$ cat src/rtl/fifo_read_ctrl.sv
// ---------------------------------------------------------------------------
// fifo_read_ctrl
//   Drain stage that sits directly after a dual-clock fifo, in the fifo's
//   read-clock domain. It pops the fifo whenever there is room downstream and
//   absorbs the fifo's one-cycle read latency. Popped words are held in a
//   two-entry skid buffer and presented on a valid/ready stream. The block
//   also keeps a saturating count of delivered words.
//
// Ports
//   clock        in   read-domain clock (the fifo read clock)
//   reset        in   synchronous active-low reset
//   enable       in   1 = allowed to pop the fifo
//   fifo_empty   in   fifo empty flag
//   q            in   fifo read data, valid the cycle after read_enable
//   read_enable  out  pop request to the fifo
//   out_data     out  head word of the skid buffer
//   out_valid    out  out_data holds a valid word
//   out_ready    in   consumer accepts the word when out_valid && out_ready
//   word_count   out  words delivered since reset, saturating
//   busy         out  words in flight or buffered, or controller running
// ---------------------------------------------------------------------------
module fifo_read_ctrl #(
    parameter int DATA_WIDTH = 32,
    parameter int COUNT_W    = 16
) (
    input  logic                  clock,
    input  logic                  reset,
    input  logic                  enable,
    input  logic                  fifo_empty,
    input  logic [DATA_WIDTH-1:0] q,
    output logic                  read_enable,
    output logic [DATA_WIDTH-1:0] out_data,
    output logic                  out_valid,
    input  logic                  out_ready,
    output logic [COUNT_W-1:0]    word_count,
    output logic                  busy
);

    typedef enum logic [0:0] {
        IDLE = 1'b0,
        RUN  = 1'b1
    } state_t;

    state_t                  state_r;
    state_t                  state_next_s;
    logic                    inflight_r;
    logic [1:0]              occ_r;
    logic [DATA_WIDTH-1:0]   head_r;
    logic [DATA_WIDTH-1:0]   tail_r;
    logic [COUNT_W-1:0]      count_r;
    logic                    pop_s;
    logic                    issue_s;
    logic [2:0]              load_s;

    // Consumer handshake; occupancy is never below 1 when pop is true.
    assign pop_s  = (occ_r != 2'd0) && out_ready;

    // Words the buffer will be holding once the current in-flight word lands
    // and the current pop leaves. A new read is only safe if this is below 2.
    assign load_s = {1'b0, occ_r} + {2'b00, inflight_r} - {2'b00, pop_s};

    assign issue_s     = (state_r == RUN) && !fifo_empty && (load_s < 3'd2);
    assign read_enable = issue_s;

    assign out_valid  = (occ_r != 2'd0);
    assign out_data   = head_r;
    assign word_count = count_r;
    assign busy       = inflight_r || (occ_r != 2'd0) || (state_r == RUN);

    // Controller state register.
    always_ff @(posedge clock) begin
        if (!reset) begin
            state_r <= IDLE;
        end else begin
            state_r <= state_next_s;
        end
    end

    // Next-state logic: the controller simply follows enable.
    always_comb begin
        state_next_s = state_r;
        case (state_r)
            IDLE: begin
                if (enable) begin
                    state_next_s = RUN;
                end else begin
                    state_next_s = IDLE;
                end
            end
            RUN: begin
                if (!enable) begin
                    state_next_s = IDLE;
                end else begin
                    state_next_s = RUN;
                end
            end
            default: state_next_s = IDLE;
        endcase
    end

    // Marks that q carries a freshly read word in the next cycle.
    always_ff @(posedge clock) begin
        if (!reset) begin
            inflight_r <= 1'b0;
        end else begin
            inflight_r <= issue_s;
        end
    end

    // Two-entry skid buffer: head_r is presented, tail_r is the second word.
    always_ff @(posedge clock) begin
        if (!reset) begin
            occ_r  <= 2'd0;
            head_r <= {DATA_WIDTH{1'b0}};
            tail_r <= {DATA_WIDTH{1'b0}};
        end else begin
            case ({inflight_r, pop_s})
                2'b10: begin
                    if (occ_r == 2'd0) begin
                        head_r <= q;
                        occ_r  <= 2'd1;
                    end else if (occ_r == 2'd1) begin
                        tail_r <= q;
                        occ_r  <= 2'd2;
                    end else begin
                        occ_r  <= occ_r;
                    end
                end
                2'b01: begin
                    head_r <= tail_r;
                    occ_r  <= occ_r - 2'd1;
                end
                2'b11: begin
                    // Write and pop together: occupancy unchanged, no bubble.
                    if (occ_r == 2'd1) begin
                        head_r <= q;
                    end else begin
                        head_r <= tail_r;
                        tail_r <= q;
                    end
                end
                default: begin
                    occ_r <= occ_r;
                end
            endcase
        end
    end

    // Delivered-word counter, sticks at all-ones instead of wrapping.
    always_ff @(posedge clock) begin
        if (!reset) begin
            count_r <= {COUNT_W{1'b0}};
        end else if (pop_s && (count_r != {COUNT_W{1'b1}})) begin
            count_r <= count_r + {{(COUNT_W-1){1'b0}}, 1'b1};
        end else begin
            count_r <= count_r;
        end
    end

endmodule

$ cat config.mk
export PLATFORM = sky130hd
export DESIGN_NAME = fifo_read_ctrl
export DESIGN_NICKNAME = d
export VERILOG_FILES = /design/src/rtl/fifo_read_ctrl.sv
export SDC_FILE = /design/constraint.sdc
export NUM_CORES = 1
export LEC_CHECK = 0
export CAP_MARGIN = 10
export CORE_MARGIN = 8
export CORE_UTILIZATION = 54
export DETAILED_ROUTE_END_ITERATION = 8
export HOLD_SLACK_MARGIN = 0.08
export PLACE_DENSITY_LB_ADDON = 0.25
export SETUP_SLACK_MARGIN = 0.1
export SYNTH_ARGS = -nofsm -noshare
export SYNTH_HDL_FRONTEND = slang
export SYNTH_SLANG_ARGS = --single-unit
$ cat constraint.sdc
create_clock -name clock -period 6.65 [get_ports clock]
set_input_delay 1.33 -clock clock [delete_from_list [all_inputs] [get_ports clock]]
set_output_delay 1.33 -clock clock [all_outputs]
set_load 0.02 [all_outputs]
==> flow_metrics.py <==
metrics = {
    "yosys": {
        "ys_warn_count": 0,
        "avgSynthCellArea_um2": 8.05,
        "ys.flop_type": "dfxtp_1",
        "netlist_area_um2": 3880,
        "yosys.area.top_type": "dfxtp_1",
        "synth_edf_count": 0,
        "ys_ff_latch": 84,
        "synthCells": 482,
        "synth_cell_types": 45,
        "synth_top_area_share": 0.433,
        "ys_seq_area_frac": 0.433,
        "synthesis.nets": 523,
        "synthTopCellsByArea": "dfxtp_1 43%, a21oi_1 9.8%, nand2_1 7.4%, and3_1 6.9%, o21ai_0 4.5%",
        "synthTopCellsByCount": "84 x dfxtp_1, 77 x nand2_1, 76 x a21oi_1",
        "synth_most_common_cell": "dfxtp_1",
        "synthArstFlopShare": 0,
    },
    "clock_tree": {
        "clk_pin_slew_ns": 0.07,
        "h-tree-depth": 3,
        "worstSkewPairLatency_ns": 0.36,
        "post-cts-setup-buffer-count": 0,
        "cts.path.max_buffers": 2,
        "cts_tree": "done",
        "cts_sinks": 84,
        "cts_root_buffer": "clkbuf_8",
        "cts_buffers": 9,
        "cts_hold_buf": 0,
        "post_cts_resized": 0,
    },
    "floorplan": {
        "die_width_um": 101,
        "start_util": 0.547,
        "core_um2": 7100,
        "dieArea_um2": 10200,
        "die_y_um": 101,
        "ioPinCount": 88,
        "rows": 31,
    },
    "drt": {
        "viasPerCell": 5.90,
        "first_iter_violations": 244,
        "wl_met2_um": 5090,
        "topRoutingLayerUsed": "met4",
        "wl_met1_um": 4690,
        "avgRoutedWirePerCell_um": 16.4,
        "firstDrtPassIters": 4,
        "postRouteAntennaNets": 0,
        "vias": 3801,
        "drt_drc_violations_left": 0,
        "drt-total-wl_um": 10600,
        "wl_met3_um": 652,
    },
    "sta": {
        "finalSetupTns_ns": 0,
        "whs_ns": 0.454,
        "drv_slew": 0,
        "setup_viol": 0,
        "fin_skew_ns": 0.0120,
        "tightest_slew_ns": 1.21,
        "relSlewSlack": 0.193,
        "fmax_mhz": 180,
        "setup_ws_ns": 1.11,
        "period_share": 0.834,
        "fin_crit_ns": 5.54,
        "finalHoldViolations": 0,
        "rsz0062_at_grt": "false",
    },
    "power_and_ir_drop": {
        "seqPwrFrac": 0.424,
        "pwr_density_cell_nw_per_um2": 271,
        "cellLeakagePower_nw": 1.78,
        "p_int_mw": 0.909,
        "swShare": 0.320,
        "combPwrFrac": 0.274,
        "clockPowerShare": 0.302,
        "worst_ir_drop_vdd_uv": 176,
        "power_switching_mw": 0.428,
        "p_total_mw": 1.34,
    },
    "critical_path": {
        "end_kind": "output port",
        "crit_path_start_kind": "input port",
        "path_cells": "clkdlybuf4s50_1, nand2b_1, nor2_1, o21ai_0, fa_1, xor2_1, nor3_1, clkdlybuf4s50_1",
        "critPathMaxFanout": 16,
        "critPathArrivalTime_ns": 4.21,
        "critPathMaxStageDelay_ns": 0.65,
        "critPathBufInv": 2,
        "critPathKind": "input port to output port",
        "crit_top_cell": "clkdlybuf4s50_1",
        "slowest_stage": "clkdlybuf4s50_1",
        "required_ns": 5.32,
        "crit_family": "buffers and inverters",
    },
    "place": {
        "post-place-cells": 628,
        "port_buffers": 87,
        "placed_area_um2": 4710,
        "dp_slack_ns": 1.16,
        "place.gp.congestion": 0.828,
        "dp_hpwl_um": 6600,
    },
    "global_routing": {
        "grt_max_degree": 70,
        "grt.total_usage": 0.211,
        "grt_pass1_vias": 3641,
        "grt.overflow.total": 0,
        "grt_pass1_wl_um": 17500,
        "antenna_found_initial": 0,
    },
    "final_layout": {
        "utilization": 0.696,
        "drive_above_1_share": 0.0422,
        "fill_cells": 595,
        "syn_to_final_growth_pct": 27.4,
        "n_antenna_cell": 0,
        "design_area_um2": 4940,
        "finalNetCount": 582,
        "fin_cells": 644,
    },
    "hold_path": {
        "hp-class": "flop to flop",
    },
    "job": {
        "cap_viol_max_count": 0,
    },
    "status": {
        "status": "completed",
    },
}
## worst paths after layout
kind,from,end,slack [ns],depth (start not counted)
hold reg to reg,tail_r[4],tail_r[4],0.45,2
setup reg to reg,occ_r[1],tail_r[18],3.65,6
hold / removal,tail_r[4],tail_r[4],0.45,2
setup / recovery,out_ready,read_enable,1.11,8
## worst register-to-register path, cell delays in order, from the launching register on
cell and delay [ns]:
dfxtp_1 0.43, inv_1 0.10, ha_1 0.39, inv_1 0.61, and3_1 1.09, nand2_1 0.15, a21oi_1 0.16
## power by group through the flow
stage	Combinational (mW)	Clock (mW)	Sequential [mW]
after floorplan	0.191	0	0.605
after global placement	0.358	0	0.576
after detailed placement	0.362	0	0.577
after CTS	0.365	0.407	0.567
after global routing	0.398	0.426	0.572
final	0.366	0.404	0.567
## cell families after synthesis
family | synth area share
AO/OA/AOI/OAI | 0.237
XOR/XNOR | 0.00677
adder cells (fa/ha/maj) | 0.0148
buffers and inverters | 0.0506
flip-flops | 0.433
multiplexers | 0.00516
AND/OR/NAND/NOR | 0.252
## flip-flops by register name (all words and copies together) (netlist names)
name and flops:
tail_r 32, occ_r 2, state_r 1, word_count 16, out_data 32, inflight_r 1
## layout by cell type (no fill, tap or decap), types with 2 or more instances in the layout
cell and n:
or3_1 16, nor2_1 6, dfxtp_1 84, clkdlybuf4s50_1 87
or4_1 5, o21ai_1 4, nand2_1 77, o32ai_1 2
mux2i_1 2, o31ai_1 5, ha_1 3, nor4_1 3
a21oi_1 76, o221ai_1 10, and2_1 4, xor2_1 2
nor2b_1 3, and3_1 43, o21ai_0 35, and4_1 2
inv_1 4, nand4_2 3, nand3_1 6, a22oi_1 20
nor3_1 6, buf_4 2, bufinv_16 2, clkbuf_8 10
nand2b_1 3
## layer usage
metal / up-vias / global-route usage
met1: 1811 / 0.257
met4: 0 / 0.0802
met5: - / 0
met2: 114 / 0.356
met3: 11 / 0.0435
li1: 1865 / -
## cell type report
| cell class | instances | area, um^2 | area share |
|---|---|---|---|
| multi-input cells | 351 | 2000 | 0.405 |
| well taps | 99 | 124 | 0.0251 |
| inverters | 5 | 18.8 | 0.00380 |
| flip-flops and latches | 84 | 1680 | 0.340 |
| clock buffers | 11 | 141 | 0.0286 |
| clock inverters | 4 | 73.8 | 0.0149 |
| repair buffers | 90 | 901 | 0.182 |
Note: power is estimated with default switching activity, not from simulation.
